File: config.mk
export PLATFORM = sky130hd
export DESIGN_NAME = fill_engine_flat
export DESIGN_NICKNAME = d
export VERILOG_FILES = /design/src/rtl/fill_pkg.sv /design/src/rtl/fill_if.sv /design/src/rtl/raster_counter.sv /design/src/rtl/fill_engine.sv /design/src/flat_wrapper.sv
export SDC_FILE = /design/constraint.sdc
export NUM_CORES = 1
export LEC_CHECK = 0
export BUFFER_PORTS_ARGS = -buffer_cell sky130_fd_sc_hd__buf_2
export CAP_MARGIN = 20
export CORE_MARGIN = 2
export CORE_UTILIZATION = 35
export CTS_CLUSTER_DIAMETER = 120
export DETAILED_ROUTE_END_ITERATION = 10
export PLACE_DENSITY = 0.51
export SETUP_SLACK_MARGIN = 0.02
export SLEW_MARGIN = 0
export SYNTH_ARGS = -nofsm -noshare
export SYNTH_HDL_FRONTEND = slang
export SYNTH_SLANG_ARGS = --single-unit
File: constraint.sdc
create_clock -name clk -period 3.76 [get_ports clk]
set_input_delay 0.752 -clock clk [delete_from_list [all_inputs] [get_ports clk]]
set_output_delay 0.752 -clock clk [all_outputs]
set_load 0.005 [all_outputs]
File: src/rtl/fill_pkg.sv
// Shared types and the per-pixel colour rule for the rectangle fill engine.
package fill_pkg;

    localparam int SCREEN_W = 160;
    localparam int SCREEN_H = 120;

    typedef enum logic [1:0] {
        S_IDLE,
        S_SETUP,
        S_DRAW,
        S_DONE
    } fill_state_t;

    typedef enum logic [1:0] {
        SOLID,
        COLSTRIPE,
        ROWSTRIPE,
        CHECKER
    } fill_mode_t;

    // Only the low nibble of each coordinate matters for any pattern.
    function automatic logic [2:0] pixel_colour(fill_mode_t mode, logic [2:0] colour,
                                                logic [3:0] xl, logic [3:0] yl);
        case (mode)
            SOLID:     return colour;
            COLSTRIPE: return xl[2:0];
            ROWSTRIPE: return yl[2:0];
            default:   return (xl[3] ^ yl[3]) ? 3'b000 : colour;
        endcase
    endfunction

endpackage

File: src/rtl/fill_if.sv
// Request/plot bundle between a fill requester (master) and the fill engine (slave).
interface fill_if;
    import fill_pkg::*;

    logic       start;
    fill_mode_t mode;
    logic [2:0] colour;
    logic [7:0] x0;
    logic [7:0] x1;
    logic [6:0] y0;
    logic [6:0] y1;
    logic       hold;
    logic       busy;
    logic       done;
    logic [7:0] vga_x;
    logic [6:0] vga_y;
    logic [2:0] vga_colour;
    logic       vga_plot;

    modport master (
        output start, mode, colour, x0, x1, y0, y1, hold,
        input  busy, done, vga_x, vga_y, vga_colour, vga_plot
    );

    modport slave (
        input  start, mode, colour, x0, x1, y0, y1, hold,
        output busy, done, vga_x, vga_y, vga_colour, vga_plot
    );

endinterface

File: src/rtl/raster_counter.sv
// Column-major x/y walker over an inclusive rectangle; flags the final (x1,y1) pixel.
module raster_counter (
    input  logic       clk,
    input  logic       load,
    input  logic       en,
    input  logic [7:0] x0,
    input  logic [6:0] y0,
    input  logic [7:0] x1,
    input  logic [6:0] y1,
    output logic [7:0] x,
    output logic [6:0] y,
    output logic       last
);

    always_ff @(posedge clk) begin
        if (load) begin
            x <= x0;
            y <= y0;
        end else if (en) begin
            if (y == y1) begin
                y <= y0;
                x <= x + 8'd1;
            end else begin
                y <= y + 7'd1;
            end
        end
    end

    assign last = (x == x1) && (y == y1);

endmodule

File: src/rtl/fill_engine.sv
// Rectangle fill FSM: latches a request, clips it to the screen and emits one plot per cycle.
module fill_engine
    import fill_pkg::*;
#(
    parameter int XMAX = SCREEN_W,
    parameter int YMAX = SCREEN_H
) (
    input  logic   clk,
    input  logic   rst,
    fill_if.slave  bus
);

    localparam logic [7:0] X_LIM = 8'(XMAX - 1);
    localparam logic [6:0] Y_LIM = 7'(YMAX - 1);

    fill_state_t state;
    fill_mode_t  mode_l;
    logic [2:0]  colour_l;
    logic [7:0]  x0_l, x1_l;
    logic [6:0]  y0_l, y1_l;
    logic [7:0]  x1_c, cur_x;
    logic [6:0]  y1_c, cur_y;
    logic        empty, last;
    logic        busy_r, done_r, plot_r;
    logic [7:0]  vx_r;
    logic [6:0]  vy_r;
    logic [2:0]  vc_r;

    // Bounds are frozen after the start edge, so the clamp can stay combinational.
    assign x1_c  = (x1_l > X_LIM) ? X_LIM : x1_l;
    assign y1_c  = (y1_l > Y_LIM) ? Y_LIM : y1_l;
    assign empty = (x0_l > X_LIM) || (y0_l > Y_LIM) || (x0_l > x1_c) || (y0_l > y1_c);

    raster_counter u_raster (
        .clk  (clk),
        .load (state == S_SETUP),
        .en   ((state == S_DRAW) && !bus.hold),
        .x0   (x0_l),
        .y0   (y0_l),
        .x1   (x1_c),
        .y1   (y1_c),
        .x    (cur_x),
        .y    (cur_y),
        .last (last)
    );

    always_ff @(posedge clk) begin
        if (rst) begin
            state  <= S_IDLE;
            busy_r <= 1'b0;
            done_r <= 1'b0;
            plot_r <= 1'b0;
            vx_r   <= '0;
            vy_r   <= '0;
            vc_r   <= '0;
        end else begin
            busy_r <= (state == S_SETUP) || (state == S_DRAW);
            // done lags the DONE state by one cycle and drops on the same edge we return to IDLE.
            done_r <= (state == S_DONE) && !(done_r && !bus.start);
            plot_r <= 1'b0;
            case (state)
                S_IDLE: begin
                    if (bus.start) begin
                        mode_l   <= bus.mode;
                        colour_l <= bus.colour;
                        x0_l     <= bus.x0;
                        x1_l     <= bus.x1;
                        y0_l     <= bus.y0;
                        y1_l     <= bus.y1;
                        state    <= S_SETUP;
                    end
                end
                S_SETUP: state <= empty ? S_DONE : S_DRAW;
                S_DRAW: begin
                    if (!bus.hold) begin
                        plot_r <= 1'b1;
                        vx_r   <= cur_x;
                        vy_r   <= cur_y;
                        vc_r   <= pixel_colour(mode_l, colour_l, cur_x[3:0], cur_y[3:0]);
                        if (last) state <= S_DONE;
                    end
                end
                S_DONE: if (done_r && !bus.start) state <= S_IDLE;
                default: state <= S_IDLE;
            endcase
        end
    end

    assign bus.busy       = busy_r;
    assign bus.done       = done_r;
    assign bus.vga_plot   = plot_r;
    assign bus.vga_x      = vx_r;
    assign bus.vga_y      = vy_r;
    assign bus.vga_colour = vc_r;

endmodule

File: src/flat_wrapper.sv
// flat-port wrapper written by rule: the top's interface ports become plain ports
module fill_engine_flat import fill_pkg::*;
#(
    parameter int XMAX = SCREEN_W,
    parameter int YMAX = SCREEN_H
)
  (clk, rst, bus_start, bus_mode, bus_colour, bus_x0, bus_x1, bus_y0, bus_y1, bus_hold, bus_busy, bus_done, bus_vga_x, bus_vga_y, bus_vga_colour, bus_vga_plot);
  fill_if bus_i ();
  input  logic clk;
  input  logic rst;
  input wire logic [$bits(bus_i.start)-1:0] bus_start;
  input wire logic [$bits(bus_i.mode)-1:0] bus_mode;
  input wire logic [$bits(bus_i.colour)-1:0] bus_colour;
  input wire logic [$bits(bus_i.x0)-1:0] bus_x0;
  input wire logic [$bits(bus_i.x1)-1:0] bus_x1;
  input wire logic [$bits(bus_i.y0)-1:0] bus_y0;
  input wire logic [$bits(bus_i.y1)-1:0] bus_y1;
  input wire logic [$bits(bus_i.hold)-1:0] bus_hold;
  output wire logic [$bits(bus_i.busy)-1:0] bus_busy;
  output wire logic [$bits(bus_i.done)-1:0] bus_done;
  output wire logic [$bits(bus_i.vga_x)-1:0] bus_vga_x;
  output wire logic [$bits(bus_i.vga_y)-1:0] bus_vga_y;
  output wire logic [$bits(bus_i.vga_colour)-1:0] bus_vga_colour;
  output wire logic [$bits(bus_i.vga_plot)-1:0] bus_vga_plot;
  assign bus_i.start = bus_start;
  assign bus_i.mode = bus_mode;
  assign bus_i.colour = bus_colour;
  assign bus_i.x0 = bus_x0;
  assign bus_i.x1 = bus_x1;
  assign bus_i.y0 = bus_y0;
  assign bus_i.y1 = bus_y1;
  assign bus_i.hold = bus_hold;
  assign bus_busy = bus_i.busy;
  assign bus_done = bus_i.done;
  assign bus_vga_x = bus_i.vga_x;
  assign bus_vga_y = bus_i.vga_y;
  assign bus_vga_colour = bus_i.vga_colour;
  assign bus_vga_plot = bus_i.vga_plot;
  fill_engine #(.XMAX(XMAX), .YMAX(YMAX)) u_core (.clk(clk), .rst(rst), .bus(bus_i));
endmodule
Word level (Yosys, flattened, before mapping) --
Index checks and enable logic that the tools add are counted. Widths: inputs -> output; s select.
Word-level totals: bits in registers 73, input port bits 39, output and inout port bits 21
Cells by class: add/subtract/negate cells 2, order comparisons 6, equal/unequal tests 11, muxes and demuxes 17, bitwise logic cells 4, reduce and logical (&&, ||, !) cells 20
Operators by type and width (count):
- $mux 8 | 4
- $mux 7 | 4
- $gt 8x8->1 const B | 2
- $gt 7x7->1 const B | 2
- $pmux 3 s3 | 1
- $add 8x1->8 const B | 1
- $eq 8x8->1 | 1
- $gt 8x8->1 | 1
- $mux 2 | 4
- $pmux 2 s4 | 1
- $add 7x1->7 const B | 1
- $eq 7x7->1 | 1
- $gt 7x7->1 | 1
- $eq 2x2->1 const B | 3
- $ne 2x2->1 const B | 3
- $eq 2x1->1 const B | 2
- $logic_and 1x1->1 | 4
- $logic_not 2->1 | 2
- $logic_or 1x1->1 | 4
- $reduce_and 2->1 | 2
- $reduce_and 4->1 | 1
- $reduce_bool 2->1 | 2
- $logic_not 1->1 | 3
- $mux 3 | 1
- 6 further kinds | 9

Longest topological paths before layout --
Gate-level depths: netlist of run 1.
depth after elaboration 7, depth in mapped cells 10, mapped depth without buffers 9

By module --
A second synthesis of run 1 with hierarchy kept.
Unflattened totals: cell total of the unflattened synthesis 318, area, all modules 3524.6 µm²
By module, submodules not included:
- fill_engine | instances 1, cells an instance 228, area an instance 2488.6 µm², seq. area each 1511.4 µm²
- raster_counter | instances 1, cells an instance 90, area an instance 1036.0 µm², seq. area each 450.4 µm²

Least setup slack after synthesis of run 1 --
No wires, ideal clock.
kind input port to flip-flop, start point in rst, end point reg u_core.colour_l[0] (enable), library setup time 396 ps, arrival 1987 ps, data required time 3364 ps, path slack 1378 ps, cell stages on the path 3, path buffers 1, cells stage by stage clkbuf_1 > inv_1 > and3_1
On the way: word-level cells in the longest chain between the ends 2
RTL lines:
- start, declared | line flat_wrapper.sv:10 | input logic rst;
- $not 1->1 (no line)
- $reduce_and 3->1 (no line)
- end signal, assigned | line fill_engine.sv:65 | colour_l <= bus.colour;
- end, declared | line fill_engine.sv:18 | logic [2:0] colour_l;
Every way passes these cells. A chain may end at the register's enable or synchronous reset.

Final worst setup path of run 1 --
start point reg u_core.state[0], end point reg u_core.u_raster.x[2] (enable)
On the way: word-level cells in the longest chain between the ends 4
RTL lines:
- start, declared | line fill_engine.sv:16 | fill_state_t state;
- start signal, assigned | line fill_engine.sv:73 | S_SETUP: state <= empty ? S_DONE : S_DRAW;
- $eq 2x2->1 | line fill_engine.sv:37 | .en ((state == S_DRAW) && !bus.hold),
- $logic_and 1x1->1 | line fill_engine.sv:37
- $reduce_bool 2->1 (no line)
- $reduce_and 2->1 (no line) (*)
- end signal, assigned | line raster_counter.sv:22 | x <= x + 8'd1;
- end, declared | line raster_counter.sv:10 | output logic [7:0] x,
Mark *: on every way between the ends. The rest lies on a longest branch, timed or not.

==> summary.txt, run 1 <==
Synthesis
  • Synthesized instance count: about 330
  • Mean Syn Cell Area: around 11 sq um
  • Share of flip-flops with an asynchronous set or reset after synthesis: 0%
  • Syn Nets: approximately 390
  • Cell type with the largest total area after synthesis: sky130_fd_sc_hd__edfxtp_1
  • Leading cell types by total area after synthesis: sky130_fd_sc_hd__edfxtp_1 (42%), sky130_fd_sc_hd__dfxtp_1 (13%), sky130_fd_sc_hd__ha_1 (7.7%), sky130_fd_sc_hd__nand2_1 (5.5%), sky130_fd_sc_hd__a21oi_1 (4.2%)
  • Post-synth EDFFs: 50
  • Main synth FF type: sky130_fd_sc_hd__edfxtp_1
  • Count of synthesis-stage warnings from yosys: 0
  • Number of distinct library cells after synthesis: around 40
  • Post-synthesis instance area: 3560 sq um
  • Area fraction of the dominant cell type after synthesis: a little over two fifths
  • Number of storage elements in the synthesis netlist: between 70 and 80
  • Sequential element share of the synthesized area: 55.2%

Finish
  • Nets: between 400 and 500
  • Most frequent cells in the layout: sky130_fd_sc_hd__buf_2 (59), sky130_fd_sc_hd__nand2_1 (52), sky130_fd_sc_hd__edfxtp_1 (50), sky130_fd_sc_hd__a21oi_1 (30), sky130_fd_sc_hd__dfxtp_1 (23)
  • Final-layout fill cell count: ~1000
  • Number of antenna repair diodes: 0
  • Fraction of layout instances using a drive strength above 1: 22.1%
  • Commonest non-fill, non-tap cell in the layout: sky130_fd_sc_hd__buf_2
  • Layout-stage area growth over the synthesis result: 17.9%

Floorplan
  • Die Area: 11000 sq um
  • Initial Util: between 30% and 40%
  • Top-Level Pins: 60
  • Die width: roughly 100 um
  • Core footprint: between 9000 and 10000 sq um
  • Vertical extent of the die: between 100 and 150 um
  • Core Rows: 36

Status
  • Run status: completed

Clock network
  • TritonCTS clock tree: yes
  • H-tree depth: 3
  • Library cell used as clock root buffer: sky130_fd_sc_hd__clkbuf_8
  • Insertion delay to the later sink of the worst-skew pair: between 0.3 and 0.4 ns
  • TritonCTS Buffers: 9
  • Number of hold-repair buffers added at the cts stage: 0
  • Clock slew seen by the registers of the worst setup and hold paths: ~0.080 ns
  • CTS sink cnt: 73
  • Number of gates given a new drive strength after cts: 0
  • Post-CTS setup repair buffer count: 0
  • Clk buf depth: 2

Timing
  • Number of setup violations in the final report: 0
  • Max Clock Freq: 387 MHz
  • Fin. Hold Viols: 0
  • Post-layout min period: 2.58 ns
  • Count of pins over their slew limit: 0
  • Transition time of the tightest slew-check pin: between 0.7 and 0.8 ns
  • Max-Slew Margin vs Limit: 50.5%
  • Share of the clock period used by the worst path: around 70%
  • Worst setup skew after layout: 0.00918 ns
  • Setup repair after global routing missed its margin: false
  • Summed negative setup slack over all endpoints: 0 ns

GRT
  • Total congestion overflow after global routing: 0
  • Number of global-route vias before repair: between 2000 and 2500
  • Aggregate global-route resource usage: between 10% and 20%
  • Number of antenna violations at the first check in global routing: 0
  • First-pass GRT wire length: between 10000 and 15000 um
  • Pin count of the biggest net entering global routing: 31

Drt
  • Wire length on met2: roughly 3000 um
  • Wire length on met3: 391 um
  • Top Metal Used: met4
  • Drt pass-1 iters: 5
  • Post-Route WL: 7560 um
  • Routed wirelength normalized by instance count: around 14 um
  • Number of vias in the routed layout: roughly 2500
  • Count of antenna-violating nets left after detailed routing: 0
  • Violation count after the first detailed-routing iteration: 95
  • Average via count per standard cell: 4.80
  • M1 WL: 4000 um
  • Number of design rule violations left after detail routing: 0

Pwr
  • Clock network fraction of total power: between 20% and 30%
  • Worst IR Drop VDD: ~0.28 mV
  • Internal: roughly 1.8 mW
  • P per Cell Area: roughly 620 nW/um^2
  • Portion of total power attributed to sequential cells: around 48%
  • Total Power: between 2 and 3 mW
  • Switching power of the nets: about 0.83 mW
  • Sw Ratio: 32.1%
  • Static leakage: 1.66 nW
  • Part of the total power dissipated in combinational logic: between 20% and 30%

Critical path
  • Data arrival, critical path: approximately 2.6 ns
  • Critical path class: reg2reg
  • Critical Path Source Type: flip-flop
  • Required time of the worst setup path: 3.75 ns
  • Type of element capturing the critical path: flip-flop
  • Highest net fanout along the worst path: 20

Job
  • Maxcap violations: 0

Min path
  • Hold WC Path Type: reg2reg

Place
  • HPWL after DPL: 5610 um
  • Count of port buffers added during placement: slightly below 60
  • Gp weighted congestion: 0.862
==> worst paths after layout <==
kind              slack [ns]                    to  depth (start not counted)                 from
hold reg to reg         0.45   u_core.bus.vga_y[1]                          2  u_core.bus.vga_y[1]
setup reg to reg        1.18  u_core.u_raster.x[2]                          5      u_core.state[0]
setup / recovery        1.18  u_core.u_raster.x[2]                          5      u_core.state[0]
hold / removal          0.45   u_core.bus.vga_y[1]                          2  u_core.bus.vga_y[1]
==> through the flow <==
stage | std cells | hold WS, ns | util [%] | instance area, sq um | setup WS, ns
after floorplan | 326 | 0.453 | - | 3560 | 1.38
after global placement | 505 | 0.445 | 40.4 | 3970 | 0.993
after detailed placement | 505 | 0.443 | 40.4 | 3970 | 0.901
after CTS | 521 | 0.453 | 42.6 | 4190 | 1.12
after global routing | 522 | 0.474 | 42.7 | 4190 | 0.916
final | 522 | 0.450 | 42.7 | 4190 | 1.18
==> metal layers <==
metal | up-vias | GRT usage, %
met5 | - | 0
met4 | 0 | 7.14
met3 | 10 | 4.62
met2 | 71 | 19.8
met1 | 1142 | 20.7
li1 | 1285 | -
==> layout make-up <==
cell class	instances	area [sq um]	share of cell area, %
Inverter	12	45.0	1.07
Tap cell	133	166	3.97
Clock buffer	12	166	3.97
Timing Repair Buffer	61	310	7.40
Multi-Input combinational cell	227	1490	35.6
Clock inverter	4	50.0	1.19
Sequential cell	73	1960	46.8
==> sequential cells by signal, indices dropped and copies added (netlist names) <==
name / cells
u_core.x0_l: 8
u_core.bus.vga_colour: 3
u_core.y1_l: 7
u_core.colour_l: 3
u_core.bus.busy: 1
u_core.u_raster.y: 7
u_core.u_raster.x: 8
u_core.x1_l: 8
u_core.bus.vga_y: 7
u_core.y0_l: 7
u_core.bus.done: 1
u_core.state: 2
u_core.bus.vga_plot: 1
u_core.mode_l: 2
u_core.bus.vga_x: 8
==> critical path: stages, from the launching register on <==
cell and delay [ns]:
sky130_fd_sc_hd__dfxtp_1 0.39, sky130_fd_sc_hd__inv_1 0.14, sky130_fd_sc_hd__ha_1 0.20, sky130_fd_sc_hd__nand2b_1 0.41, sky130_fd_sc_hd__nand2b_1 0.46, sky130_fd_sc_hd__nor2b_1 0.61
==> kinds of logic (layout without fill, tap and decap cells) <==
| family | after synthesis | in the layout | share of synthesized area, % |
|---|---|---|---|
| flip-flops | 73 | 73 | 55.2 |
| adder cells (fa/ha/maj) | 22 | 22 | 7.74 |
| AND/OR/NAND/NOR | 109 | 109 | 15.0 |
| XOR/XNOR | 20 | 20 | 4.92 |
| multiplexers | 10 | 10 | 3.13 |
| AO/OA/AOI/OAI | 66 | 66 | 11.2 |
| buffers and inverters | 26 | 89 | 2.85 |
==> synth_stat cells, types with 2 or more instances <==
cell and number:
sky130_fd_sc_hd__a21o_1 3, sky130_fd_sc_hd__a21oi_1 30, sky130_fd_sc_hd__a221oi_1 3, sky130_fd_sc_hd__and3_1 7, sky130_fd_sc_hd__buf_2 3, sky130_fd_sc_hd__clkbuf_1 11
sky130_fd_sc_hd__dfxtp_1 23, sky130_fd_sc_hd__edfxtp_1 50, sky130_fd_sc_hd__ha_1 22, sky130_fd_sc_hd__inv_1 12, sky130_fd_sc_hd__mux2_2 5, sky130_fd_sc_hd__mux2i_1 4
sky130_fd_sc_hd__nand2_1 52, sky130_fd_sc_hd__nand2b_1 3, sky130_fd_sc_hd__nand3_1 11, sky130_fd_sc_hd__nand4_1 4, sky130_fd_sc_hd__nor2_1 11, sky130_fd_sc_hd__nor2b_1 11
sky130_fd_sc_hd__nor4bb_1 2, sky130_fd_sc_hd__o211ai_1 3, sky130_fd_sc_hd__o21a_1 2, sky130_fd_sc_hd__o21ai_0 16, sky130_fd_sc_hd__o22ai_1 2, sky130_fd_sc_hd__xnor2_1 14
sky130_fd_sc_hd__xor2_1 6
==> power groups by stage <==
stage	sequential (mW)	clock, mW	combinational, mW
after floorplan	1.17	0	0.561
after global placement	1.26	0	0.670
after detailed placement	1.26	0	0.686
after CTS	1.24	0.676	0.690
after global routing	1.27	0.706	0.778
final	1.24	0.657	0.683
No activity file was read; power rests on OpenSTA's default activity.
==> run 2: changes to the inputs <==
clock period = 2.6 ns   (was 3.76 ns; I/O delays follow)
==> run 2 against run 1 <==
Effect of this change: largest cell class unchanged; global-route usage shrank 0.36 points; sequential power rose by 44%; highest routed layer unchanged; clock skew grew 0.0022 ns; critical endpoint is now u_core.state[0].
==> summary.txt, run 2 (same netlist as run 1, synthesis figures left out) <==
Pwr
  • Internal: 2.41 mW (+38%)
  • P per Cell Area: 861 nW/um^2 (+40%)
  • Static leakage: 1.68 nW (+0.72%)
  • Sw Ratio: 33.1% (+1.1 points)
  • Worst IR Drop VDD: 0.462 mV (+66%)
  • Switching power of the nets: 1.19 mW (+44%)
  • Total Power: 3.61 mW (+40%)
  • Portion of total power attributed to sequential cells: 49.7% (+1.6 points)
  • Clock network fraction of total power: 22.1% (-3.3 points)
  • Part of the total power dissipated in combinational logic: 28.1% (+1.6 points)

Drt
  • Drt pass-1 iters: 4 (-1)
  • Number of vias in the routed layout: 2476 (-1.3%)
  • Post-Route WL: 7610 um (+0.57%)
  • Violation count after the first detailed-routing iteration: 141 (+48%)
  • Average via count per standard cell: 4.71 (-2.0%)
  • Routed wirelength normalized by instance count: 14.5 um (-0.20%)
  • Count of antenna-violating nets left after detailed routing: 0 (unchanged)
  • Number of design rule violations left after detail routing: 0 (unchanged)

Status
  • Run status: completed

Timing
  • Fin. Hold Viols: 0 (unchanged)
  • Worst setup skew after layout: 0.0113 ns (+0.00215 ns)
  • Max Clock Freq: 456 MHz (+18%)
  • Least setup slack across all paths after layout: 0.405 ns (-0.774 ns)
  • Max-Slew Margin vs Limit: 70.5% (+20 points)
  • Summed negative setup slack over all endpoints: 0 ns (unchanged)
  • Transition time of the tightest slew-check pin: 0.442 ns (-0.300 ns)
  • Setup repair after global routing missed its margin: false
  • Number of setup violations in the final report: 0 (unchanged)
  • Share of the clock period used by the worst path: 84.4% (+16 points)
  • Count of pins over their slew limit: 0 (unchanged)
  • Post-layout min period: 2.20 ns (-0.386 ns)

Clock network
  • Library cell used as clock root buffer: sky130_fd_sc_hd__clkbuf_8
  • Insertion delay to the later sink of the worst-skew pair: 0.35 ns (about the same)
  • TritonCTS clock tree: yes
  • Clock slew seen by the registers of the worst setup and hold paths: 0.08 ns (about the same)
  • Post-CTS setup repair buffer count: 0 (unchanged)
  • Number of gates given a new drive strength after cts: 0 (unchanged)
  • Clk buf depth: 2 (unchanged)
  • TritonCTS Buffers: 9 (unchanged)
  • Number of hold-repair buffers added at the cts stage: 0 (unchanged)
  • H-tree depth: 3 (unchanged)
  • CTS sink cnt: 73 (unchanged)

Critical path
  • Highest net fanout along the worst path: 9 (-55%)
  • Critical path buffer and inverter count: 0 (-1)
  • Reg-to-reg critical path endpoint: u_core.state[0]
  • First element of the critical path: u_core.x1_l[5]
  • Worst r2r src: u_core.x1_l[5]
  • Critical Path Slowest Stage Cell: sky130_fd_sc_hd__edfxtp_1
  • Data arrival, critical path: 2.43 ns (-0.14 ns)
  • Critical path class: reg2reg
  • Worst path max stage delay: 0.43 ns (-0.18 ns)
  • Cell chain of the critical path: o21a_1 > or2_2 > ha_1 > nand4_1 > o211ai_1 > a21oi_1 > o41ai_1 > mux2i_1
  • Last element of the critical path: u_core.state[0]
  • Critical Path Source Type: flip-flop
  • Logic depth of the worst register-to-register path: 8 (+3)
  • Required time of the worst setup path: 2.83 ns (-0.92 ns)
  • Category of cells accounting for the largest share of critical-path delay: compound AO/OA/AOI/OAI gates
  • Type of element capturing the critical path: flip-flop
  • Worst reg-to-reg setup slack: 0.40 ns (-0.77 ns)
  • Number of cells on the critical path: 8 (+3)

GRT
  • Number of antenna violations at the first check in global routing: 0 (unchanged)
  • Number of global-route vias before repair: 2397 (-0.91%)
  • Total congestion overflow after global routing: 0 (unchanged)
  • First-pass GRT wire length: 12200 um (+0.45%)
  • Aggregate global-route resource usage: 14.2% (-0.36 points)
  • Pin count of the biggest net entering global routing: 31 (unchanged)

Min path
  • Hold Path Origin: bus_y0[1]
  • Hold WC Path Type: in2reg

Finish
  • Fraction of layout instances using a drive strength above 1: 23.2% (+1.0 points)
  • Final-layout fill cell count: 998 (-0.10%)
  • Core utilization of the finished layout: 42.7% (about the same)
  • Number of antenna repair diodes: 0 (unchanged)
  • Nets: 449 (+0.90%)
  • Most frequent cells in the layout: sky130_fd_sc_hd__buf_2 (59), sky130_fd_sc_hd__nand2_1 (52), sky130_fd_sc_hd__edfxtp_1 (50), sky130_fd_sc_hd__a21oi_1 (30), sky130_fd_sc_hd__dfxtp_1 (23)
  • Layout-stage area growth over the synthesis result: 17.8% (about the same)
  • Final standard cell count with taps included and fillers excluded: 526 (+0.77%)
  • Commonest non-fill, non-tap cell in the layout: sky130_fd_sc_hd__buf_2

Place
  • Count of port buffers added during placement: 59 (unchanged)
  • Number of placed cells counting well taps: 510 (+0.99%)
  • Gp weighted congestion: 0.843 (-2.2%)
  • Minimum setup slack after placement: 0.407 ns (-0.494 ns)
  • HPWL after DPL: 5730 um (+2.1%)

Floorplan
  • Die Area: 11000 sq um (unchanged)
  • Die width: 105 um (unchanged)
  • Vertical extent of the die: 105 um (unchanged)
  • Core footprint: 9820 sq um (unchanged)
  • Top-Level Pins: 60 (unchanged)
  • Initial Util: 36.2% (unchanged)
  • Core Rows: 36 (unchanged)

Job
  • Maxcap violations: 0 (unchanged)
-- run 2: cell count changes in the layout (fill, tap and decap cells not counted) --
cell / delta
sky130_fd_sc_hd__inv_4: +3
sky130_fd_sc_hd__clkinv_1: -1
sky130_fd_sc_hd__clkinvlp_4: -1
sky130_fd_sc_hd__clkinv_4: -1
sky130_fd_sc_hd__buf_12: +1
sky130_fd_sc_hd__buf_4: +3
sky130_fd_sc_hd__clkbuf_16: -1
sky130_fd_sc_hd__bufinv_16: -1
sky130_fd_sc_hd__clkinv_2: +2
-- run 2: power by group through the flow --
stage,Clock (mW),Sequential [mW],Combinational [mW]
final,0.799,1.79,1.01
after global routing,0.871,1.83,1.15
after CTS,0.826,1.79,1.03
after detailed placement,0,1.82,1.03
after global placement,0,1.82,1.01
after floorplan,0,1.70,0.811
-- run 2: worst min path at each step --
stage                                endpoint  slack, ns  depth (start not counted)
after global placement    u_core.bus.vga_x[1]       0.44                          2
after global routing           u_core.y0_l[6]       0.32                          1
after detailed placement  u_core.bus.vga_y[0]       0.44                          2
after floorplan           u_core.bus.vga_x[0]       0.45                          2
final                          u_core.y0_l[1]       0.34                          1
after CTS                      u_core.y0_l[0]       0.33                          1
-- run 2: worst reg2reg max path, stage by stage (launching register included) --
cell and delay [ns]:
sky130_fd_sc_hd__edfxtp_1 0.43, sky130_fd_sc_hd__o21a_1 0.30, sky130_fd_sc_hd__or2_2 0.32, sky130_fd_sc_hd__ha_1 0.27, sky130_fd_sc_hd__nand4_1 0.09, sky130_fd_sc_hd__o211ai_1 0.16, sky130_fd_sc_hd__a21oi_1 0.07, sky130_fd_sc_hd__o41ai_1 0.33
sky130_fd_sc_hd__mux2i_1 0.10
-- run 2: through the flow --
step | hold slack [ns] | area [sq um]
floorplan | 0.453 | 3560
global placement | 0.442 | 4020
detailed placement | 0.444 | 4020
CTS | 0.327 | 4190
global route | 0.317 | 4190
finish | 0.338 | 4190
-- run 2: area by class of cell --
type                    count  area (sq um)  area share [%]
flip-flops and latches     73          1960            46.8
multi-input cells         227          1490            35.7
repair buffers             65           353            8.42
well taps                 133           166            3.97
clock buffers              11           141            3.37
inverters                  12          45.0            1.07
clock inverters             5          28.8           0.687
-- run 2: per-layer routing --
metal | global-route usage [%] | vias to the layer above | part of all wire, %
met3 | 4.43 | 6 | 4.5
met4 | 4.10 | 0 | 1.1
met2 | 19.6 | 55 | 41
met5 | 0 | - | 0
met1 | 21.2 | 1129 | 54
li1 | - | 1286 | -
